`src/rtl/uart_tx_fsm_top.sv`:
```
// uart_tx_fsm_top: UART transmitter (start, DATA_WIDTH bits LSB-first, optional parity, stop; one bit per clk); ports clk, rst, p_data, data_valid, par_en, par_typ -> tx_out (idle high, registered), busy
module uart_tx_fsm_top #(
  parameter int DATA_WIDTH = 8
) (
  input  logic                  clk,
  input  logic                  rst,
  input  logic [DATA_WIDTH-1:0] p_data,
  input  logic                  data_valid,
  input  logic                  par_en,
  input  logic                  par_typ,
  output logic                  tx_out,
  output logic                  busy
);
  localparam int CW = $clog2(DATA_WIDTH) + 1;
  typedef enum logic [2:0] {IDLE, START, DATA, PARITY, STOP} state_t;
  state_t                state, state_nxt;
  logic [CW-1:0]         cnt, cnt_nxt;
  logic [DATA_WIDTH-1:0] data_q, data_nxt, sh;
  logic                  par_en_q, par_en_nxt, par_typ_q, par_typ_nxt, tx_nxt, busy_nxt;
  always_ff @(posedge clk or posedge rst)
    if (rst) begin
      state     <= IDLE;
      cnt       <= '0;
      data_q    <= '0;
      par_en_q  <= 1'b0;
      par_typ_q <= 1'b0;
      tx_out    <= 1'b1;
      busy      <= 1'b0;
    end else begin
      state     <= state_nxt;
      cnt       <= cnt_nxt;
      data_q    <= data_nxt;
      par_en_q  <= par_en_nxt;
      par_typ_q <= par_typ_nxt;
      tx_out    <= tx_nxt;
      busy      <= busy_nxt;
    end
  always_comb begin
    state_nxt   = state;
    cnt_nxt     = '0;
    data_nxt    = data_q;
    par_en_nxt  = par_en_q;
    par_typ_nxt = par_typ_q;
    case (state)
      IDLE: if (data_valid) begin
        state_nxt   = START;
        data_nxt    = p_data;
        par_en_nxt  = par_en;
        par_typ_nxt = par_typ;
      end
      START:  state_nxt = DATA;
      DATA: begin
        cnt_nxt = cnt + 1'b1;
        if (cnt == CW'(DATA_WIDTH - 1)) begin
          state_nxt = par_en_q ? PARITY : STOP;
          cnt_nxt   = '0;
        end
      end
      PARITY: state_nxt = STOP;
      STOP:   state_nxt = IDLE;
      default: state_nxt = IDLE;
    endcase
    sh       = data_nxt >> cnt_nxt;
    tx_nxt   = state_nxt == START  ? 1'b0 :
               state_nxt == DATA   ? sh[0] :
               state_nxt == PARITY ? (^data_q) ^ par_typ_q : 1'b1;
    busy_nxt = state_nxt != IDLE;
  end
endmodule

```
`config.mk`:
```
export PLATFORM = sky130hd
export DESIGN_NAME = uart_tx_fsm_top
export DESIGN_NICKNAME = d
export VERILOG_FILES = /design/src/rtl/uart_tx_fsm_top.sv
export SDC_FILE = /design/constraint.sdc
export NUM_CORES = 1
export LEC_CHECK = 0
export CAP_MARGIN = 10
export CORE_MARGIN = 1
export CORE_UTILIZATION = 46
export CTS_CLUSTER_SIZE = 12
export DETAILED_ROUTE_END_ITERATION = 10
export PLACE_DENSITY = 0.7
export SLEW_MARGIN = 5
export SYNTH_ARGS = -nofsm -noshare
export SYNTH_HDL_FRONTEND = slang
export SYNTH_SLANG_ARGS = --single-unit
```
`constraint.sdc`:
```
create_clock -name clk -period 4.1 [get_ports clk]
set_input_delay 0.615 -clock clk [delete_from_list [all_inputs] [get_ports clk]]
set_output_delay 0.615 -clock clk [all_outputs]
set_load 0.005 [all_outputs]
```
**Word level (Yosys, flattened, before mapping)**

Cells that the tools add are included.

- Input port bits: 13
- Word-level logic and storage cells: 32
- Register bits: 19

- Reductions and logical operators: 4
- Bitwise operators: 1
- Shift operators: 1
- Add/subtract/negate cells: 1
- Equal/unequal tests: 7
- Muxes and demuxes: 11

Operator list:

| cell | number |
|---|---|
| two-way mux 8 bit | 2 |
| == test 3 x 2 -> 1 bit, second input constant | 4 |
| case mux 3 bit (4 select lines) | 1 |
| two-way mux 3 bit | 3 |
| two-way mux 4 bit | 2 |
| XOR reduction 8 bit | 1 |
| right shift 8 x 4 -> 1 bit | 1 |
| == test 3 x 1 -> 1 bit, second input constant | 2 |
| adder 4 x 1 -> 4 bit, second input constant | 1 |
| == test 4 x 3 -> 1 bit, second input constant | 1 |
| logical NOT 3 bit | 1 |
| two-way mux 1 bit | 3 |
| nonzero test 3 bit | 1 |
| AND reduction 2 bit | 1 |
| bitwise XOR 1 bit | 1 |

**Logic depth before layout (Yosys ltp)**

Gate-level depths: netlist of the first run.

- Depth in word-level cells: 7
- Gate-level depth with buffers: 7
- Gate-level depth less buffers: 6

**Worst setup path before layout of the first run**

OpenSTA, ideal clock, no wires.

- Kind: input to register
- From: input port data_valid
- To: register tx_out
- Setup time: 0.088 ns
- Arrival time: 2.067 ns
- Stages on the path: 6
- Data required time: 4.012 ns
- Path slack: 1.945 ns
- Path through: nor4b_1 buf_4 mux2_2 o22ai_1 a211o_1 or3b_1

- Elaborated cells between the ends (all ways): 11
- Classes of those cells: eq/ne: 3; shift: 1; mux: 7

RTL lines:

| element | RTL line | text |
|---|---|---|
| from (decl) | 8 | `input logic data_valid,` |
| two-way mux 8 bit | 45 | `IDLE: if (data_valid) begin` |
| two-way mux 8 bit | 44 | `case (state)` |
| net data_nxt[1] | 18 | `logic [DATA_WIDTH-1:0] data_q, data_nxt, sh;` |
| right shift 8 x 4 -> 1 bit | 63 | `sh = data_nxt >> cnt_nxt;` |
| two-way mux 1 bit | 65 | `state_nxt == DATA ? sh[0] :` |
| two-way mux 1 bit | 64 | `tx_nxt = state_nxt == START ? 1'b0 :` |
| net tx_nxt | 19 | `logic par_en_q, par_en_nxt, par_typ_q, par_typ_nxt, tx_nxt, busy_nxt;` |
| to (signal assigned) | 35 | `tx_out <= tx_nxt;` |
| to (decl) | 11 | `output logic tx_out,` |

The timed path passes the listed nets, and every way through them passes these cells.
A chain may end at the register's enable or synchronous reset.

**Worst setup path after layout of the first run**

Ends and elaborated chain as after synthesis.

==> results of run 1 <==
placed cells by master (no fill, tap or decap), types with 2 or more instances in the layout:
cell type,n
nand3_1,2
xnor2_1,7
a21oi_1,2
a211o_1,2
dfrtp_1,18
clkbuf_4,3
inv_1,3
mux2_2,10
nor2b_1,2
nor3_1,3
clkdlybuf4s50_1,14
o21ai_0,2
mux2i_1,2
nand2b_1,3
nor2_1,7
synth_stat cells, types with 2 or more instances:
cell type	number
dfrtp_1	18
mux2_2	10
nor2_1	7
xnor2_1	7
inv_1	3
nand2b_1	3
nor3_1	3
a211o_1	2
a21oi_1	2
mux2i_1	2
nand3_1	2
nor2b_1	2
o21ai_0	2
sequential cells by signal (all words and copies together) (netlist names):
signal / count
busy: 1
par_en_q: 1
state: 3
tx_out: 1
cnt: 4
data_q: 8
par_typ_q: 1
final cells by class:
class / instances / area, um2
fill: 183 / 793
timing repair buffer: 15 / 148
tap: 27 / 33.8
multi-input combinational: 62 / 493
clock buffer: 4 / 26.3
inverter: 3 / 11.3
sequential: 19 / 477
per-layer routing:
metal  vias to the layer above  wire (um)  track usage [%]
li1                        345          -                -
met1                       340        849             24.5
met2                        13        855             28.8
met3                         2         60             3.33
met4                         0         13             8.33
met5                         -          0                0
per-stage QoR:
step           power, W  utilization, %  setup slack, ps  instances
6_report       0.000897            60.0             1840        130
5_1_grt        0.000959            60.0             1700        130
4_1_cts        0.000902            60.0             1830        130
3_5_place_dp   0.000805            58.6             1510        126
3_3_place_gp   0.000802            58.6             1550        126
2_1_floorplan  0.000694               -             1940         86
worst register-to-register path: stages, from the launching register on:
cell and delay (ps):
dfrtp_1 470, ha_1 290, and3b_1 270, or4_1 490, o22ai_1 160, a211o_1 100, or3b_1 340
cells by family after synthesis:
family	synth area share, %
buffers and inverters	2.28
XOR/XNOR	8.50
AO/OA/AOI/OAI	8.50
flip-flops	48.4
adder cells (fa/ha/maj)	1.27
AND/OR/NAND/NOR	17.6
multiplexers	13.5
worst paths after layout:
kind / startpoint / end / slack (ps) / cells after the start
max in group asynchronous: rst / data_q[4] / 2940 / 2
min in group asynchronous: rst / state[0] / 720 / 2
setup / recovery: data_valid / tx_out / 1840 / 7
hold reg to reg: par_typ_q / par_typ_q / 540 / 1
setup reg to reg: cnt[0] / tx_out / 1910 / 6
hold / removal: par_typ_q / par_typ_q / 540 / 1
power by group:
| part | total, W | switching [W] | internal (W) |
|---|---|---|---|
| Sequential | 0.000344 | 0.0000748 | 0.000269 |
| Combinational | 0.000456 | 0.000179 | 0.000277 |
| Clock | 0.0000961 | 0.0000582 | 0.0000379 |
==> summary.md, run 1 <==
| Metric | Value |
|---|---|
| Hold crit path type | flop to flop |
| Fin crit share | 55.2% |
| Slew HR | 52.7% |
| I/O pin cnt | 15 |
| Synth top area share | 45.7% |
| Required @ worst endpoint | 4330 ps |
| Drt total wl | 1780 um |
| Synth Register Bits | 19 |
| Post-CTS setup buffer count | 0 |
| Peak Freq | 442 MHz |
| Worst-path clk slew | 100 ps |
| Post-synth cell types | 36 |
| Worst Clk Skew | 3.56 ps |
| Initial antenna violation count | 0 |
| DRC violations left | 0 |
| Post-synth EDFFs | 0 |
| RePlAce Congestion | 0.738 |
| Synthesized netlist cell count | 86 |
| Max incr delay on CP | 490 ps |
| Layout cells sized above 1 | 19.4% |
| Synth async-reset ratio | 100% |
| CP Capture Type | flop |
| Initial Util | 49.7% |
| # diodes | 0 |
| Htree depth | 1 |
| CTS Root Cell | clkbuf_4 |
| Congestion Overflow GR | 0 |
| DRT iter0 DRCs | 8 |
| CP bufs+invs | 2 |
| Setup TNS | 0 ps |
| Clk buf depth | 2 |
| Critical path arrival | 2490 ps |
| Port Buffer Count | 14 |
| Area of the mapped netlist | 986 um2 |
| Post-DP Area | 1160 um2 |
| Num CTS Buffers | 3 |
| WL/cell | 13.7 um |
| Post-Syn Nets | 100 |
| Clock Latency Late Sink | 300 ps |
| MaxCap Viol Count | 0 |
| Largest net degree at the start of global routing | 20 |
| CP cell instances | clkdlybuf4s50_1 > nor4b_2 > buf_4 > mux2_2 > mux2i_1 > a211o_1 > or3b_1 |
| Startpoint Class | input pin |
| Slowest stage cell, crit path | clkdlybuf4s50_1 |
| Max Slew Vio Count | 0 |
| RSZ-0062 raised after global routing | false |
| Setup violators final | 0 |
| Final instance area | 1190 um2 |
| Vias | 700 |
| Full die area | 2330 um2 |
| Area Growth Syn to Fin | 20.6% |
| Pleak | 0.520 nW |
| Vias per cell | 5.38 |
| DRT antenna net count | 0 |
| DR pass1 iterations | 4 |
| Area of the core | 1980 um2 |
| First-pass GRT wire length | 2860 um |
| Nets@finish | 118 |
| Hold Buf Count CTS | 0 |
| CTS resizes | 0 |
| Outcome | complete, no violations |
| Largest vdd supply drop | 0.607 mV |
| Std cell rows | 16 |
| Crit Path Category | input pin to flop |
| Vias in the first global route | 642 |
| CTS tree | built |
| Final hold vios | 0 |
| Worst slew pin tran | 709 ps |
| Critical path peak fanout | 11 |
| Worst hold slack | 544 ps |
| Pwr dens | 754 nW/um2 |
| Post-synth top area cell | dfrtp_1 |
| Seq/Total Area, Yosys | 48.4% |
| Synth Flop Type | dfrtp_1 |
| Post-DP HPWL | 1280 um |
| Synth area leaders | dfrtp_1 46%, mux2_2 11%, xnor2_1 6.2%, dfstp_2 2.7%, nor2_1 2.7% |
| Post-route minimum period | 2260 ps |
| Die width | 48.3 um |
| Ys Warns | 0 |
| Clock Sinks | 19 |
| Avg Synthesized Cell Area | 11.5 um2 |
| CP delay by family, top | buffers and inverters |
| All-Layer GR Usage | 18.3% |
| Die height | 48.3 um |
No activity file was read; power rests on OpenSTA's default activity.
==> run 2, diff against run 1 <==
--- a/config.mk
+++ b/config.mk
@@ -10,7 +10,7 @@
 export CORE_UTILIZATION = 46
 export CTS_CLUSTER_SIZE = 12
 export DETAILED_ROUTE_END_ITERATION = 10
-export PLACE_DENSITY = 0.7
+export PLACE_DENSITY = 0.72
 export SLEW_MARGIN = 5
 export SYNTH_ARGS = -nofsm -noshare
 export SYNTH_HDL_FRONTEND = slang
==> constraint.sdc (replaced) <==
create_clock -name clk -period 1.8 [get_ports clk]
set_input_delay 0.27 -clock clk [delete_from_list [all_inputs] [get_ports clk]]
set_output_delay 0.27 -clock clk [all_outputs]
set_load 0.005 [all_outputs]
==> run 2 against run 1 <==
The flow now finishes with violations (setup timing). Clock-buffer cell count fell by 1. First-iteration DRC count grew 25%. Die area is the same. Sequential power increased by 120%. Hold slack worse by 260 ps. Flip-flop and latch count unchanged. Clock power grew 130%. Core utilization is 11 points higher. Clock skew is 7.8 ps higher. Combinational power increased to 3.0 times the previous value. Largest power group unchanged. Highest routed layer unchanged.
==> summary.md, run 2 (synthesized netlist as in run 1, its figures left out) <==
| Metric | Value |
|---|---|
| FILL cells | 152 |
| Commonest non-fill, non-tap cell in the layout | buf_4 |
| Failing checks | setup timing |
| Die height | 48.3 um |
| # diodes | 0 |
| CP cell instances | nor4b_4 > buf_6 > mux2_4 > mux2i_1 > a211o_1 > or3b_1 |
| DRT iter0 DRCs | 10 |
| NetSw | 0.000808 W |
| Setup violators final | 1 |
| Drt total wl | 2100 um |
| DR pass1 iterations | 4 |
| Num CTS Buffers | 3 |
| Nets@finish | 138 |
| Final Util | 70.8% |
| Pwr dens | 1690 nW/um2 |
| Die width | 48.3 um |
| Startpoint Class | flop |
| CP Capture Type | flop |
| Critical path peak fanout | 5 |
| RSZ-0062 raised after global routing | true |
| Worst hold slack | 280 ps |
| Clk buf depth | 2 |
| Layout cells sized above 1 | 39.0% |
| CTS Root Cell | clkbuf_4 |
| Crit Reg-Reg Endpoint | tx_out |
| Max FFs per register | 8 |
| Most frequent cells in the layout | 19 x buf_4, 16 x dfrtp_1, 14 x clkdlybuf4s50_1, 7 x xnor2_1 |
| Crit Path Category | flop to flop |
| Registers with the most flip-flops | data_q (8), cnt (4), state (3) |
| PnR worst setup slack | -212 ps |
| Register share of total power | 32.3% |
| MaxCap Viol Count | 0 |
| Vias per cell | 5.20 |
| Largest net degree at the start of global routing | 20 |
| Max incr delay on CP | 460 ps |
| DRC violations left | 0 |
| Fin crit share | 112% |
| First-pass GRT wire length | 3240 um |
| Combinational fraction of design power | 58.6% |
| R2R setup slack | -210 ps |
| FF-to-FF Start | state[2] |
| Initial antenna violation count | 0 |
| Cell count after placement | 144 |
| RePlAce Congestion | 0.794 |
| Slew HR | 82.1% |
| DRT antenna net count | 0 |
| Vias in the first global route | 754 |
| WL/cell | 14.0 um |
| Post-DP HPWL | 1560 um |
| Area Growth Syn to Fin | 42.3% |
| Clock Sinks | 19 |
| Vias | 780 |
| CTS tree | built |
| Final non-filler cell total | 150 |
| Worst slew pin tran | 266 ps |
| Slowest stage cell, crit path | dfrtp_2 |
| Top reg by flops | data_q |
| Peak Freq | 497 MHz |
| Full die area | 2330 um2 |
| Largest vdd supply drop | 1.24 mV |
| Tot Pwr | 0.00238 W |
| Hold crit path type | input pin to async pin |
| Critical path arrival | 2250 ps |
| Final hold vios | 0 |
| Worst R2R Path Depth | 6 |
| Max Slew Vio Count | 0 |
| Internal Pwr Total | 0.00157 W |
| Outcome | complete, but fails checks |
| Switching share of total power | 34.0% |
| Required @ worst endpoint | 2030 ps |
| Congestion Overflow GR | 0 |
| Clock power frac | 9.1% |
| Port Buffer Count | 14 |
| Std cell rows | 16 |
| Pleak | 0.644 nW |
| Clock Latency Late Sink | 300 ps |
| Post-route minimum period | 2010 ps |
| I/O pin cnt | 15 |
| Htree depth | 1 |
| Worst Clk Skew | 11.4 ps |
| Area of the core | 1980 um2 |
| Initial Util | 49.7% |
| Worst-path clk slew | 110 ps |
| All-Layer GR Usage | 20.7% |
## run 2: worst max path at each step
stage                    start  endpoint  slack, ps  cells past startpoint
finish                state[2]    tx_out       -210                      6
global route          state[2]    tx_out       -260                      6
CTS                   state[1]    tx_out       -190                      6
detailed placement  data_valid    tx_out       -450                      7
global placement    data_valid    tx_out       -380                      7
floorplan               cnt[0]    tx_out       -220                      7
## run 2: power by group through the flow
stage / combinational (W) / sequential [W] / clock [W]
floorplan: 0.000842 / 0.000768 / 0
global placement: 0.00124 / 0.000753 / 0
detailed placement: 0.00126 / 0.000769 / 0
CTS: 0.00127 / 0.000759 / 0.000223
global route: 0.00149 / 0.000795 / 0.000241
finish: 0.00139 / 0.000769 / 0.000217
## run 2: through the flow
stage | instance area, um2 | setup slack [ps] | TNS [ps]
6_report | 1400 | -212 | -212
5_1_grt | 1400 | -261 | -261
4_1_cts | 1340 | -186 | -186
3_5_place_dp | 1310 | -446 | -446
3_3_place_gp | 1310 | -382 | -382
2_1_floorplan | 1010 | -221 | -221
## run 2: area by class of cell
cell class,instances,area [um2],share of cell area (%)
clock inverters,1,5.00,0.357
clock buffers,3,22.5,1.61
multi-input cells,62,552,39.3
flip-flops and latches,19,479,34.2
repair buffers,35,299,21.3
well taps,27,33.8,2.41
inverters,3,11.3,0.803
## run 2: repair_timing
| action | CTS | global route |
|---|---|---|
| cloned | 0 | 1 |
| hold buffers | 0 | 0 |
| resized for setup | 1 | 13 |
| buffers inserted | 0 | 1 |
| pin swaps | 0 | 4 |
| hold endpoints to repair | 0 | 0 |
| setup endpoints to repair | 1 | 1 |
## run 2: worst max-delay path, delay by kind of cell (launching register included)
family	cells	cell delay (ps)
AO/OA/AOI/OAI	1	140
buffers and inverters	1	180
flip-flops	1	460
multiplexers	2	470
AND/OR/NAND/NOR	2	690
## run 2: per-layer routing
metal	GRT usage (%)	part of all wire [%]	vias up
met4	5.00	1.0	0
met2	36.8	49	18
met1	26.2	47	373
li1	-	-	385
met3	3.33	2.7	4
met5	0	0	-
==> run 3, diff against run 2 <==
--- a/config.mk
+++ b/config.mk
@@ -10,6 +10,7 @@
 export CORE_UTILIZATION = 46
 export CTS_CLUSTER_SIZE = 12
 export DETAILED_ROUTE_END_ITERATION = 10
+export GPL_TIMING_DRIVEN = 0
 export PLACE_DENSITY = 0.72
 export SLEW_MARGIN = 5
 export SYNTH_ARGS = -nofsm -noshare
==> run 3 against run 2 <==
First-iteration DRC count increased by 80%. Maximum frequency fell by 1.0%. Largest power group unchanged. The flow still finishes with violations (setup timing). Sequential power up 2%. Wire length shrank 3.6%. Clock power down 3%. Register-to-register slack worse by 20 ps. Power is 2.8% lower. Critical path depth unchanged. Combinational power decreased by 5%.
==> summary.md, run 3 (synthesized netlist as in run 1, its figures left out) <==
| Metric | Value |
|---|---|
| Final hold vios | 0 |
| Pwr dens | 1720 nW/um2 |
| Area Growth Syn to Fin | 35.9% |
| Congestion Overflow GR | 0 |
| Top reg by flops | data_q |
| Crit Path Category | flop to flop |
| Vias | 771 |
| Register share of total power | 33.9% |
| Clock Sinks | 19 |
| Final non-filler cell total | 141 |
| Largest vdd supply drop | 1.33 mV |
| Required @ worst endpoint | 2020 ps |
| Failing checks | setup timing |
| CTS Root Cell | clkbuf_4 |
| RSZ-0062 raised after global routing | true |
| CP Capture Type | flop |
| Critical path arrival | 2250 ps |
| Most frequent cells in the layout | 14 x dfrtp_1, 14 x clkdlybuf4s50_1, 10 x buf_4, 7 x xnor2_1 |
| Post-DP Area | 1180 um2 |
| Switching share of total power | 34.7% |
| CTS tree | built |
| Clock power frac | 9.1% |
| Worst hold slack | 375 ps |
| Port Buffer Count | 14 |
| FILL cells | 142 |
| R2R setup slack | -230 ps |
| Fin crit share | 113% |
| Die width | 48.3 um |
| # diodes | 0 |
| DRC violations left | 0 |
| Setup violators final | 1 |
| MaxCap Viol Count | 0 |
| Cell count after placement | 127 |
| DP Worst Slack | -577 ps |
| Largest net degree at the start of global routing | 20 |
| Critical path peak fanout | 4 |
| Crit Reg-Reg Endpoint | tx_out |
| Clk buf depth | 2 |
| Vias per cell | 5.47 |
| Full die area | 2330 um2 |
| Peak Freq | 492 MHz |
| Worst R2R Path Depth | 6 |
| Max Slew Vio Count | 0 |
| All-Layer GR Usage | 20.9% |
| Nets@finish | 129 |
| Layout cells sized above 1 | 37.7% |
| Pleak | 0.587 nW |
| FF-to-FF Start | state[1] |
| Max FFs per register | 8 |
| Post-DP HPWL | 1390 um |
| RePlAce Congestion | 0.799 |
| DR pass1 iterations | 4 |
| Area of the core | 1980 um2 |
| Startpoint Class | flop |
| I/O pin cnt | 15 |
| Drt total wl | 2020 um |
| NetSw | 0.000802 W |
| Worst slew pin tran | 688 ps |
| Worst-path clk slew | 100 ps |
| WL/cell | 14.3 um |
| Outcome | complete, but fails checks |
| DRT iter0 DRCs | 18 |
| Initial antenna violation count | 0 |
| DRT antenna net count | 0 |
| Htree depth | 1 |
| Hold crit path type | input pin to async pin |
| Registers with the most flip-flops | data_q (8), cnt (4), state (3) |
| First-pass GRT wire length | 3280 um |
| Internal Pwr Total | 0.00151 W |
| Std cell rows | 16 |
| Worst Clk Skew | 3.61 ps |
| Final instance area | 1340 um2 |
| PnR worst setup slack | -233 ps |
| Vias in the first global route | 754 |
| Num CTS Buffers | 3 |
| Post-route minimum period | 2030 ps |
| Slew HR | 54.1% |
| Clock Latency Late Sink | 290 ps |
| Combinational fraction of design power | 57.0% |
| Initial Util | 49.7% |
| Die height | 48.3 um |
-- run 3: power groups by stage --
stage               clock (W)  sequential (W)  combinational, W
finish               0.000211        0.000784           0.00132
global placement            0        0.000798           0.00103
global route         0.000230        0.000801           0.00143
CTS                  0.000217        0.000783           0.00130
floorplan                   0        0.000768          0.000842
detailed placement          0        0.000811           0.00106
-- run 3: timing repair --
| item | 4_1_cts | 5_1_grt |
|---|---|---|
| cloned | 1 | 0 |
| gates resized for setup | 15 | 1 |
| setup buffers | 10 | 0 |
| hold buffers | 0 | 0 |
| pin swaps | 5 | 1 |
| setup endpoints to repair | 1 | 1 |
-- run 3: worst max-delay path, cell delays in order, from the launching register on --
cell      delay (ps)
dfrtp_2          450
nor4b_4          380
buf_2            230
mux2_2           360
nor2_1           130
a211oi_2          60
or3b_1           350
-- run 3: worst max-delay path by stage --
stage | endpoint | from
3_5_place_dp | tx_out | data_valid
6_report | tx_out | state[1]
4_1_cts | tx_out | state[0]
2_1_floorplan | tx_out | cnt[0]
3_3_place_gp | tx_out | data_valid
5_1_grt | tx_out | state[1]
-- run 3: cell type report --
cell class	instances	area (um2)	share of cell area, %
multi-input cells	62	556	41.5
flip-flops and latches	19	482	35.9
repair buffers	25	220	16.4
well taps	27	33.8	2.52
clock buffers	4	26.3	1.96
plain buffers	1	11.3	0.840
inverters	3	11.3	0.840
-- run 3: stage by stage --
stage | util, % | TNS (ps) | power, W
after floorplan | - | -221 | 0.00161
after global placement | 59.6 | -576 | 0.00183
after detailed placement | 59.6 | -577 | 0.00187
after CTS | 67.4 | -229 | 0.00230
after global routing | 67.6 | -301 | 0.00246
final | 67.6 | -233 | 0.00231
-- run 3: per-layer routing --
metal	vias up	global-route usage, %	part of all wire (%)
li1	369	-	-
met1	370	28.0	45
met2	28	34.7	49
met3	4	2.22	4.8
met4	0	8.33	1.0
met5	-	0	0
